### src/rtl/spi_master.sv
// Single-transaction SPI master: shifts a bits_num-bit word out on mosi while
// capturing miso in the mode given by {CPOL, CPHA}, then pulses done/tx_end.
module spi_master #(
    parameter logic [1:0] mode     = 2'b00,
    parameter int         bits_num = 8,
    parameter int         clk_div  = 4
) (
    input  logic                clk,
    input  logic                reset,
    input  logic                start,
    input  logic [bits_num-1:0] data_in,
    input  logic                miso,
    output logic                sclk,
    output logic                ss,
    output logic                mosi,
    output logic                tx_end,
    output logic                busy,
    output logic                done,
    output logic [bits_num-1:0] data_out,
    output logic [2:0]          state_dbg
);

    localparam logic cpol   = mode[1];
    localparam logic cpha   = mode[0];
    localparam int   DIV_W  = $clog2(clk_div);
    localparam int   EDGE_W = $clog2(2 * bits_num + 1);

    // Handshake: start is a level request, honoured only while busy is low;
    // the cycle that sees start high in IDLE is the acceptance cycle.
    typedef enum logic [2:0] {
        IDLE     = 3'd0,
        SETUP    = 3'd1,
        TRANSFER = 3'd2,
        TRAIL    = 3'd3,
        ST_END   = 3'd4
    } state_t;

    state_t              state, state_next;
    logic [DIV_W-1:0]    div_cnt;
    logic [EDGE_W-1:0]   edge_cnt;
    logic [EDGE_W-1:0]   edge_k;
    logic [bits_num-1:0] tx_shift;
    logic [bits_num-1:0] rx_shift;
    logic                half_wrap;
    logic                last_edge;
    logic                edge_now;
    logic                sample_now;
    logic                drive_now;

    assign half_wrap = (div_cnt == DIV_W'(clk_div - 1));
    assign edge_k    = edge_cnt + EDGE_W'(1);
    assign last_edge = (edge_k == EDGE_W'(2 * bits_num));
    assign busy      = (state != IDLE);
    assign state_dbg = state;

    // Edge 1 is launched from the last SETUP cycle, so edge k lands on sclk
    // exactly k half-periods after ss falls.
    always_comb begin
        state_next = state;
        edge_now   = 1'b0;
        sample_now = 1'b0;
        drive_now  = 1'b0;
        case (state)
            IDLE:     if (start) state_next = SETUP;
            SETUP:    if (half_wrap) state_next = TRANSFER;
            TRANSFER: if (half_wrap && last_edge) state_next = TRAIL;
            TRAIL:    if (half_wrap) state_next = ST_END;
            ST_END:   state_next = IDLE;
            default:  state_next = IDLE;
        endcase
        if (state == SETUP || state == TRANSFER) edge_now = half_wrap;
        sample_now = edge_now && (cpha ? !edge_k[0] : edge_k[0]);
        drive_now  = edge_now && (cpha ? edge_k[0] : (!edge_k[0] && !last_edge));
    end

    always_ff @(posedge clk or posedge reset) begin
        if (reset) state <= IDLE;
        else       state <= state_next;
    end

    always_ff @(posedge clk or posedge reset) begin
        if (reset) begin
            div_cnt  <= '0;
            edge_cnt <= '0;
        end else begin
            if (state == SETUP || state == TRANSFER || state == TRAIL)
                div_cnt <= half_wrap ? '0 : div_cnt + 1'b1;
            else
                div_cnt <= '0;
            if (state == IDLE)  edge_cnt <= '0;
            else if (edge_now)  edge_cnt <= edge_k;
        end
    end

    always_ff @(posedge clk or posedge reset) begin
        if (reset) begin
            tx_shift <= '0;
            rx_shift <= '0;
            sclk     <= cpol;
            ss       <= 1'b1;
            mosi     <= 1'b0;
            tx_end   <= 1'b0;
            done     <= 1'b0;
            data_out <= '0;
        end else begin
            tx_end <= 1'b0;
            done   <= 1'b0;
            if (state == IDLE && start) begin
                // CPHA=0 presents the MSB before the first edge; CPHA=1 waits for it.
                tx_shift <= cpha ? data_in : (data_in << 1);
                rx_shift <= '0;
                ss       <= 1'b0;
                if (!cpha) mosi <= data_in[bits_num-1];
            end
            if (edge_now)   sclk <= ~sclk;
            if (sample_now) rx_shift <= {rx_shift[bits_num-2:0], miso};
            if (drive_now) begin
                mosi     <= tx_shift[bits_num-1];
                tx_shift <= tx_shift << 1;
            end
            if (state == TRAIL && state_next == ST_END) begin
                ss       <= 1'b1;
                mosi     <= 1'b0;
                tx_end   <= 1'b1;
                done     <= 1'b1;
                data_out <= rx_shift;
            end
        end
    end

endmodule

### config.mk
export PLATFORM = sky130hd
export DESIGN_NAME = spi_master
export DESIGN_NICKNAME = d
export VERILOG_FILES = /design/src/rtl/spi_master.sv
export SDC_FILE = /design/constraint.sdc
export NUM_CORES = 1
export LEC_CHECK = 0
export BUFFER_PORTS_ARGS = -buffer_cell sky130_fd_sc_hd__buf_2
export CAP_MARGIN = 40
export CELL_PAD_IN_SITES_DETAIL_PLACEMENT = 0
export CELL_PAD_IN_SITES_GLOBAL_PLACEMENT = 1
export CORE_ASPECT_RATIO = 1.75
export CORE_UTILIZATION = 45
export DETAILED_ROUTE_END_ITERATION = 8
export PLACE_DENSITY_LB_ADDON = 0.1
export SLEW_MARGIN = 20
export SYNTH_ARGS = -nofsm -noshare
export SYNTH_HDL_FRONTEND = slang
export SYNTH_SLANG_ARGS = --single-unit
### constraint.sdc
create_clock -name clk -period 2.51 [get_ports clk]
set_input_delay 0.753 -clock clk [delete_from_list [all_inputs] [get_ports clk]]
set_output_delay 0.753 -clock clk [all_outputs]
set_load 0.05 [all_outputs]
# Word-level counts from Yosys, hierarchy flattened

Cells that the tools add are included.

Equal/unequal tests: 6
Add/sub/neg operators: 2
Reduce and logical (&&, ||, !) cells: 17
Mux-type cells: 20
Bitwise logic cells: 1

Operator list:

| cell                                                | number |
|---|---|
| two-way mux 8 bit                                   | 4 |
| two-way mux 3 bit                                   | 4 |
| case mux 3 bit (4 select lines)                     | 1 |
| two-way mux 5 bit                                   | 2 |
| nonzero test 2 bit                                  | 4 |
| two-way mux 1 bit                                   | 7 |
| equality test 3 x 2 -> 1 bit, second input constant | 2 |
| logical AND 1 bit                                   | 6 |
| nonzero test 3 bit                                  | 2 |
| adder 5 x 1 -> 5 bit, second input constant         | 1 |
| equality test 5 bit, second input constant          | 1 |
| two-way mux 2 bit                                   | 2 |
| equality test 3 x 1 -> 1 bit, second input constant | 1 |
| equality test 3 bit, second input constant          | 1 |
| zero test 3 bit                                     | 1 |
| adder 2 x 1 -> 2 bit, second input constant         | 1 |
| equality test 2 bit, second input constant          | 1 |
| zero test 1 bit                                     | 2 |
| logical OR 1 bit                                    | 2 |
| inverter 1 bit                                      | 1 |

Input bits: 12
Flip-flop bits (word level): 38
Logic and storage cells: 56

# Logic depth before layout (Yosys ltp)

Depth in word-level cells: 8
Mapped depth: 6

# Least setup slack after synthesis

Ideal clock, no wire load.

Path kind: flip-flop to output port
Start point: reg state[0], in the netlist state_dbg[0]
End point: out busy
Data required time: 1.757 ns
Setup slack: 0.536 ns
Data arrival time: 1.221 ns
Cell stages (with the launch flop): 3
Path through: dfrtp_1 nor3_2 inv_1

Cells in the longest elaborated chain, start to end: 1

RTL lines:

| element                | RTL line | RTL |
|---|---|---|
| from (decl)            | 38       | `state_t state, state_next;` |
| from (signal assigned) | 78       | `else state <= state_next;` |
| nonzero test 3 bit     | 53       | `assign busy = (state != IDLE);` |
| to (decl)              | 17       | `output logic busy,` |

No other way between the ends.

# Final worst setup path

Same ends and word-level chain as after synthesis.

==> reports/results.ini <==
[placed_design]
gp_congestion=0.8336
dp_hpwl_um=2594
portBuffers=28

[timing]
tightest_slew_ns=0.5296
max_freq_mhz=454.9
slew_headroom_pct=64.61
rsz0062_at_grt=false
setup_violations=0
finalClockSkew_ns=0.004934
final_hold_viol_count=0
hold_slack_ns=0.4508
slew_violations=0
fin_tns_setup_ns=0
period_minus_slack_ns=2.198
fin_crit_sh_pct=87.58

[route]
drcViolationCount=0
drtIter0Drc=12
wirelength_um=3508
first_pass_iters=4
ant_nets=0
vias=1310
detail_route.wl_per_cell_um=13.87
vias_per_cell=5.178

[floorplanning]
die_width_um=48.57
fp.dieH_um=83.50
core_sq_mm=0.003628
core.rowCount=29
design.die.area_sq_mm=0.004055
io_pins=29
start_util_pct=47.07

[synth]
synth-seq-cells=37
synth_area_sq_mm=0.001708
postSynthAreaPerCell_sq_um=9.759
synth_area_leaders=dfrtp_1 53%, nand2_1 14%, o2111ai_1 3.6%
synth_seq_area_share_pct=54.29
synth_cell_types=35
synth_edf_count=0
synth_cells=175
yosysWarnings=0
ys.flop_type=dfrtp_1
yosysTopAreaCell=dfrtp_1
syn-num-nets=190
synth_top_area_share_pct=52.75
async_flop_share_pct=100.0

[setup_path]
crit_path_start=state_dbg[0]
crit_path_max_fanout=6
path_class=reg2out
critPathBufInv=2
cp-start-kind=flip-flop
cp.arrival_ns=1.45
worstPathCellList=nor3_2, inv_1, buf_2
cp_data_required_time_ns=1.76
cp_top_family=flip-flops
max_stage_delay_ns=0.45
critPathCaptureType=primary output
r2r_start=edge_cnt[0]
critPathSlowestCell=dfrtp_1

[pwr]
p_comb_share_pct=40.4
seq_power_share_pct=42.0
p_sw_w=0.001020
clkPwrFrac_pct=17.6
switching_share_pct=43.57
p_int_w=0.001320
leakagePower_nw=0.9731
irDropWorstVdd_mv=0.6228
power_density_mw_per_mm2=1177

[clock_tree]
ctsResizeCount=0
cts_setup_buffers=0
clk_pin_slew_ns=0.07
htreeDepth=2
cts_tree=done
postCtsHoldBufs=0
clk_latency_ns=0.28
cts_buffers=5
cts.sinks=37
root_buffer=clkbuf_8
clockBufferDepth=2

[global_route]
grt_usage_pct=20.59
first_global_vias=1413
overflow=0
grt_pass1_wl_um=6375
grt_start_max_net_pins=38
antenna_found_initial=0

[cells_and_area]
syn_to_final_growth_pct=16.41
mostFrequentLayoutCells=65 x nand2_1, 36 x dfrtp_1, 28 x buf_2
n_fill_cell=362
multi_input_area_sq_um=724.4
drive_gt1_share_pct=23.67
seq_area_sq_um=927.1
layout.nets=222
antenna-diode-count=0
final_common_cell=nand2_1

[hold_path]
hp-class=reg2reg
hold_start=div_cnt[0]

[run]
maxCapViolations=0

[status]
status=completed

## layer usage
metal | vias up | wire length (um) | GRT usage (%)
li1 | 650 | - | -
met1 | 618 | 1311 | 21.27
met2 | 31 | 1994 | 38.54
met3 | 11 | 105 | 3.825
met4 | 0 | 97 | 10.16
met5 | - | 0 | 0
## registers in the layout, summed over array words and instances (netlist names), 2 cells and up
register	count
rx_shift	8
tx_shift	7
data_out	8
state_dbg	3
edge_cnt	5
div_cnt	2
## logic make-up (layout without fill, tap and decap cells)
family / after synthesis / in the layout / share of synthesized area [%]
and+or+nand+nor: 83 / 83 / 21.47
DFF: 37 / 37 / 54.29
AOI/OAI and AO/OA: 29 / 29 / 13.04
buffers and inverters: 13 / 45 / 3.296
xor gates and xnor gates: 7 / 7 / 3.590
adders and majority gates: 3 / 3 / 2.198
muxes: 3 / 3 / 2.124
## worst reg2reg max path: stages (launching register included)
cell and delay [ns]:
dfrtp_1 0.55, ha_1 0.33, nor3b_1 0.24, a31oi_2 0.14, o211a_4 0.35, o211a_1 0.22
## worst paths after layout
kind                         endpoint  cells past startpoint  slack, ns
min reg2reg                div_cnt[0]                      1       0.45
max reg2reg                      mosi                      5       0.58
min                        div_cnt[0]                      1       0.45
max                              busy                      3       0.31
max in group asynchronous          ss                      3       1.59
min in group asynchronous  div_cnt[1]                      3       0.56
## through the flow
step                      cell area (sq um)  std cells  util (%)  power, W  worst slack (ns)
after floorplan                        1708        175         -  0.001710            0.5357
after global placement                 1902        246     52.41  0.001913            0.6141
after detailed placement               1902        246     52.41  0.001954            0.5846
after CTS                              1988        253     54.79  0.002375            0.2866
after global routing                   1988        253     54.79  0.002519            0.1992
final                                  1988        253     54.79  0.002340            0.3119
## area by class of cell
class	count	area share, %
repair buffers	32	8.559
inverters	6	1.133
multi-input cells	125	36.44
well taps	46	2.895
flip-flops and latches	37	46.63
clock buffers	7	4.342
## cells in the mapped netlist (2+ instances only)
master / instances
nor3_2: 2
buf_2: 3
o211ai_1: 5
dfrtp_1: 36
ha_1: 3
nand2_1: 65
o2111ai_1: 7
nor3b_1: 3
inv_1: 5
clkbuf_1: 3
xor2_1: 2
a21oi_1: 2
nor2_1: 4
o21ai_0: 10
xnor2_1: 5
## power by group through the flow
stage	Clock, W	Sequential (W)	Combinational, W
after floorplan	0	0.00123	0.000485
after global placement	0	0.000984	0.000928
after detailed placement	0	0.000996	0.000958
after CTS	0.000431	0.000984	0.000960
after global routing	0.000455	0.00102	0.00105
final	0.000412	0.000983	0.000944
Note: power is estimated with default switching activity, not from simulation.
